### src/rtl/snes_pad_reader.sv
// Initiator for a SNES-style serial gamepad: polls periodically and returns an active-high button word.
// Optional SNES_PAD_DEBOUNCE_EN: buttons only change after two identical consecutive frames.
module snes_pad_reader #(
  parameter int CLK_DIV  = 150,
  parameter int POLL_DIV = 416667
) (
  input  logic        clock,
  input  logic        reset,
  output logic        pad_latch,
  output logic        pad_clk,
  input  logic        pad_data,
  output logic [15:0] buttons,
  output logic        valid
);

  localparam int PH_W   = $clog2(2 * CLK_DIV);
  localparam int POLL_W = $clog2(POLL_DIV);

  localparam logic [PH_W-1:0]   PH_LATCH_END = PH_W'(2 * CLK_DIV - 1);
  localparam logic [PH_W-1:0]   PH_HALF_END  = PH_W'(CLK_DIV - 1);
  localparam logic [POLL_W-1:0] POLL_LAST    = POLL_W'(POLL_DIV - 1);

  if (CLK_DIV < 4) begin : g_bad_clk_div
    $error("snes_pad_reader: CLK_DIV must be at least 4");
  end
  if (POLL_DIV <= 33 * CLK_DIV + 1) begin : g_bad_poll_div
    $error("snes_pad_reader: POLL_DIV too small to fit one frame");
  end

  typedef enum logic [2:0] {
    ST_IDLE,
    ST_LATCH,
    ST_CLK_HI,
    ST_CLK_LO,
    ST_DONE
  } state_t;

  state_t              state_q, state_d;
  logic [POLL_W-1:0]   poll_q, poll_d;
  logic [PH_W-1:0]     ph_q, ph_d;
  logic [3:0]          bit_idx_q, bit_idx_d;
  logic [15:0]         shift_q, shift_d;
  logic                sync1_q, sync2_q;
  logic                pad_latch_q, pad_latch_d;
  logic                pad_clk_q, pad_clk_d;
  logic [15:0]         buttons_q, buttons_d;
  logic                valid_q, valid_d;
`ifdef SNES_PAD_DEBOUNCE_EN
  logic [15:0]         prev_q, prev_d;
`endif

  logic                start;
  logic [15:0]         frame;
  logic [15:0]         frame_inv;

  always_comb begin
    // NOTE: every signal gets a default before the case so no path leaves it unassigned (no latches).
    state_d     = state_q;
    ph_d        = ph_q;
    bit_idx_d   = bit_idx_q;
    shift_d     = shift_q;
    pad_latch_d = pad_latch_q;
    pad_clk_d   = pad_clk_q;
    buttons_d   = buttons_q;
    valid_d     = 1'b0;
`ifdef SNES_PAD_DEBOUNCE_EN
    prev_d      = prev_q;
`endif

    start  = (poll_q == POLL_LAST);
    poll_d = start ? '0 : poll_q + POLL_W'(1);

    // Word as it will look once the bit being sampled this cycle is stored.
    frame            = shift_q;
    frame[bit_idx_q] = sync2_q;
    frame_inv        = ~frame;

    unique case (state_q)
      ST_IDLE: begin
        pad_latch_d = 1'b0;
        pad_clk_d   = 1'b1;
        if (start) begin
          state_d     = ST_LATCH;
          ph_d        = '0;
          pad_latch_d = 1'b1;
        end
      end

      ST_LATCH: begin
        if (ph_q == PH_LATCH_END) begin
          state_d     = ST_CLK_HI;
          ph_d        = '0;
          bit_idx_d   = 4'd0;
          pad_latch_d = 1'b0;
        end else begin
          ph_d = ph_q + PH_W'(1);
        end
      end

      ST_CLK_HI: begin
        if (ph_q == PH_HALF_END) begin
          shift_d = frame;
          ph_d    = '0;
          if (bit_idx_q == 4'd15) begin
            // Outputs are registered, so the result is loaded on entry to DONE to show during DONE.
            state_d = ST_DONE;
            valid_d = 1'b1;
`ifdef SNES_PAD_DEBOUNCE_EN
            prev_d = frame_inv;
            if (frame_inv == prev_q) buttons_d = frame_inv;
`else
            buttons_d = frame_inv;
`endif
          end else begin
            state_d   = ST_CLK_LO;
            pad_clk_d = 1'b0;
          end
        end else begin
          ph_d = ph_q + PH_W'(1);
        end
      end

      ST_CLK_LO: begin
        if (ph_q == PH_HALF_END) begin
          state_d   = ST_CLK_HI;
          ph_d      = '0;
          bit_idx_d = bit_idx_q + 4'd1;
          pad_clk_d = 1'b1;
        end else begin
          ph_d = ph_q + PH_W'(1);
        end
      end

      ST_DONE: begin
        state_d = ST_IDLE;
      end

      default: begin
        state_d     = ST_IDLE;
        pad_latch_d = 1'b0;
        pad_clk_d   = 1'b1;
      end
    endcase
  end

  always_ff @(posedge clock or posedge reset) begin
    if (reset) begin
      state_q     <= ST_IDLE;
      poll_q      <= '0;
      ph_q        <= '0;
      bit_idx_q   <= 4'd0;
      // NOTE: the shift register is reset too; it is only 16 flops, not a RAM, so this costs nothing.
      shift_q     <= '0;
      sync1_q     <= 1'b1;
      sync2_q     <= 1'b1;
      pad_latch_q <= 1'b0;
      pad_clk_q   <= 1'b1;
      buttons_q   <= '0;
      valid_q     <= 1'b0;
`ifdef SNES_PAD_DEBOUNCE_EN
      prev_q      <= '0;
`endif
    end else begin
      // NOTE: non-blocking assignments so every flop samples pre-edge values.
      state_q     <= state_d;
      poll_q      <= poll_d;
      ph_q        <= ph_d;
      bit_idx_q   <= bit_idx_d;
      shift_q     <= shift_d;
      sync1_q     <= pad_data;
      sync2_q     <= sync1_q;
      pad_latch_q <= pad_latch_d;
      pad_clk_q   <= pad_clk_d;
      buttons_q   <= buttons_d;
      valid_q     <= valid_d;
`ifdef SNES_PAD_DEBOUNCE_EN
      prev_q      <= prev_d;
`endif
    end
  end

  assign pad_latch = pad_latch_q;
  assign pad_clk   = pad_clk_q;
  assign buttons   = buttons_q;
  assign valid     = valid_q;

endmodule

### config.mk
export PLATFORM = sky130hd
export DESIGN_NAME = snes_pad_reader
export DESIGN_NICKNAME = d
export VERILOG_FILES = /design/src/rtl/snes_pad_reader.sv
export SDC_FILE = /design/constraint.sdc
export NUM_CORES = 1
export LEC_CHECK = 0
export CAP_MARGIN = 20
export CORE_AREA = 2 2 83 85
export CTS_CLUSTER_DIAMETER = 40
export DETAILED_ROUTE_END_ITERATION = 8
export DIE_AREA = 0 0 85 87
export HOLD_SLACK_MARGIN = 0.02
export PLACE_DENSITY = 0.79
export SLEW_MARGIN = 20
export SYNTH_ARGS = -nofsm -noshare
export SYNTH_HDL_FRONTEND = slang
export SYNTH_SLANG_ARGS = --single-unit
### constraint.sdc
create_clock -name clock -period 4 [get_ports clock]
set_clock_uncertainty 0.2 [all_clocks]
set_input_delay 1.2 -clock clock [delete_from_list [all_inputs] [get_ports clock]]
set_output_delay 1.2 -clock clock [all_outputs]
set_load 0.02 [all_outputs]
==> flow_summary_export.csv <==
group,metric,value,unit
run_status,status,"finished clean",
setup_path,crit_family,"buffers and inverters",
timing,hold_viol_final,0,
die,fp.dieArea,7400,sq um
setup_path,r2r_end,"buttons[2]",
synth,synthCells,365,
cts,ctsLongestPathBuffers,2,
timing,finalCritPeriodShare,72.7,%
die,rows,30,
place,gp_congestion,0.852,
routing,via_per_inst,6.00,
cts,clock_latency,0.36,ns
synth,netlist.area_leader.share,44.5,%
global_route,grt_overflow,0,
synth,yosysMostFrequentCell,"dfrtp_1",
place,port_buffers,21,
power_and_ir_drop,vdd_ir_drop_max,0.000229,V
hold_path,min_from,"sync1_q",
synth,synth_area_leaders,"dfrtp_1, mux2_2, nand3_1",
routing,dr.pass1.iters,4,
routing,wl_met1,3270,um
place,post-place-cells,441,
synth,ys_warn_count,0,
global_route,grt.total_usage,20.4,%
cts,clk_pin_slew_worst_paths,0.08,ns
setup_path,required,2.60,ns
setup_path,path_max_fanout,2,
synth,seq_area_frac_synth,46.6,%
hold_path,worstHoldEndpoint,"sync2_q",
routing,totalWireLength,7040,um
die,ios,22,
synth,syn_nets,376,
setup_path,setup.worst_path.start,"pad_clk",
timing,setup_viol,0,
routing,vias,2740,
routing,top_layer_used,"met4",
setup_path,cp_cell_sequence,"clkdlybuf4s50_1",
setup_path,critical-path-max-stage-delay,0.60,ns
cts,cts_resized,0,
final_layout,nNetsFinal,383,
setup_path,r2r_cells,4,
die,coreArea,6570,sq um
timing,max_freq,344,MHz
setup_path,worstPathArrival,1.51,ns
routing,met3WireLength,264,um
setup_path,worstSetupPathDepth,1,
timing,rsz0062_at_grt,"no",
setup_path,crit_path_end_kind,"primary output",
die,die_h,87,um
synth,synth_edf_count,0,
cts,cts_num_sinks,71,
global_route,grt_pass1_wl,12000,um
synth,yosysUniqueCellTypes,59,
global_route,grt_max_degree,72,
cts,cts_made_buffers,9,
timing,relSlewSlack,42.6,%
global_route,antenna_found_initial,0,
hold_path,hold_path_depth,0,
routing,wl_per_cell,15.4,um
synth,syn_area_per_cell,10.5,sq um
timing,report.final.slew_viol_count,0,
setup_path,crit_slowest_cell,"clkdlybuf4s50_1",
synth,syn-cell-area,3820,sq um
setup_path,crit_type,"reg -> out",
cts,cts_tree,"built",
cts,htree_levels,3,
global_route,first_global_vias,2593,
power_and_ir_drop,power_density,332,nW/um^2
synth,netlist_top_cells_count,"dfrtp_1, nand2_1, nand3_1, mux2_2, nor2_1",
timing,period_minus_slack,2.91,ns
setup_path,start_kind,"flip-flop",
final_layout,final_cell_count_no_fill,457,
routing,routed-wl-met2,3390,um
die,start_util,58.2,%
setup_path,r2r_setup_slack,1.29,ns
timing,finalSetupTns,0,ns
job,drv_cap,0,
place,dp_hpwl,4680,um
setup_path,rr_startpoint,"state_q[2]",
hold_path,hold_class,"reg -> reg",
synth,synthArstFlopShare,100,%
final_layout,syn2layout_area_growth,10.5,%
routing,dr.first_iter.drc_count,187,
cts,postCtsSetupBuffers,0,
setup_path,crit_buf_inv,1,
die,dieWidth,85,um
synth,synthFlopType,"dfrtp_1",
synth,synth_top_area_cell,"dfrtp_1",
final_layout,drive_gt1_share,17.8,%
routing,drc,0,
routing,ant_nets,0,
final_layout,antenna_cells,0,
timing,worstMarginPinSlew,0.862,ns
cts,cts_root_buffer,"clkbuf_8",
power_and_ir_drop,power_leakage,1.83,nW
synth,ys_seq_elements,71,
cts,cts_hold_buffers,0,
-- state kept, by name, summed over array words and instances, names as in the netlist --
register and flops:
poll_q 19, buttons 16, shift_q 15, ph_q 9, bit_idx_q 4, state_q 3
pad_clk 1, pad_latch 1, sync1_q 1, sync2_q 1, valid 1
-- worst max-delay path by stage --
stage                   end  slack, ns
6_report            pad_clk       1.09
5_1_grt             pad_clk       1.06
4_1_cts             pad_clk       1.08
3_5_place_dp     buttons[2]       1.15
3_3_place_gp     buttons[2]       1.27
2_1_floorplan  bit_idx_q[0]       0.81
-- placed cells by master (no fill, tap or decap), drive strengths merged, types with 2 or more instances in the layout --
| cell type | instances |
|---|---|
| a22o | 2 |
| xor2 | 6 |
| a221oi | 2 |
| a221o | 4 |
| o41ai | 2 |
| dfstp | 3 |
| nor2 | 18 |
| ha | 8 |
| or3b | 2 |
| o2bb2ai | 4 |
| xnor2 | 10 |
| clkdlybuf4s50 | 21 |
| mux2i | 4 |
| clkbuf | 9 |
| dfrtp | 68 |
| nand2 | 34 |
| nor4bb | 3 |
| mux2 | 28 |
| nor4 | 5 |
| a2111oi | 2 |
| and2 | 2 |
| nand4 | 9 |
| nand2b | 4 |
| nand3 | 32 |
| nor2b | 3 |
| a21o | 4 |
| o21ai | 23 |
| o31ai | 2 |
| nor4b | 3 |
| a211oi | 3 |
| a21oi | 6 |
| inv | 16 |
| or3 | 2 |
| and3 | 4 |
| nor3 | 9 |
| nand4bb | 3 |
| bufinv | 2 |
-- kinds of logic (layout without fill, tap and decap cells) --
family	after synthesis	after routing	share of synthesized area, %
simple gates	137	137	20.1
flops	71	71	46.6
compound gates	63	63	12.8
buf+inv	38	50	4.94
mux	32	32	9.30
xor+xnor	16	16	3.67
fa+ha+maj	8	8	2.62
-- metal layers --
layer	GRT usage [%]	vias up
met1	26.2	1333
met4	7.94	0
met3	5.31	12
met2	33.4	55
met5	0	-
li1	-	1340
-- layout make-up --
cell class                      instances  area [sq um]
Fill cell                             527          2340
Sequential cell                        71          1780
Inverter                               12          45.0
Multi-Input combinational cell        256          1850
Clock inverter                          7           103
Clock buffer                            9           124
Tap cell                               80           100
Timing Repair Buffer                   22           218
-- through the flow --
| stage | hold WS (ns) | setup slack [ns] | power (W) | area, sq um | util [%] |
|---|---|---|---|---|---|
| after floorplan | 0.145 | 0.808 | 0.000748 | 3820 | - |
| after global placement | 0.146 | 1.27 | 0.000754 | 4000 | 60.8 |
| after detailed placement | 0.148 | 1.15 | 0.000755 | 4000 | 60.8 |
| after CTS | 0.160 | 1.08 | 0.00142 | 4220 | 64.3 |
| after global routing | 0.166 | 1.06 | 0.00145 | 4220 | 64.3 |
| final | 0.159 | 1.09 | 0.00140 | 4220 | 64.3 |
-- power by group --
| part | total [W] | leakage (nW) | switching (W) | internal (W) |
|---|---|---|---|---|
| clock | 0.000662 | 0.117 | 0.000301 | 0.000361 |
| combinational | 0.0000165 | 0.744 | 0.0000135 | 0.00000304 |
| sequential | 0.000723 | 0.968 | 0.00000361 | 0.000719 |
Power figures use the tool's default switching activity.
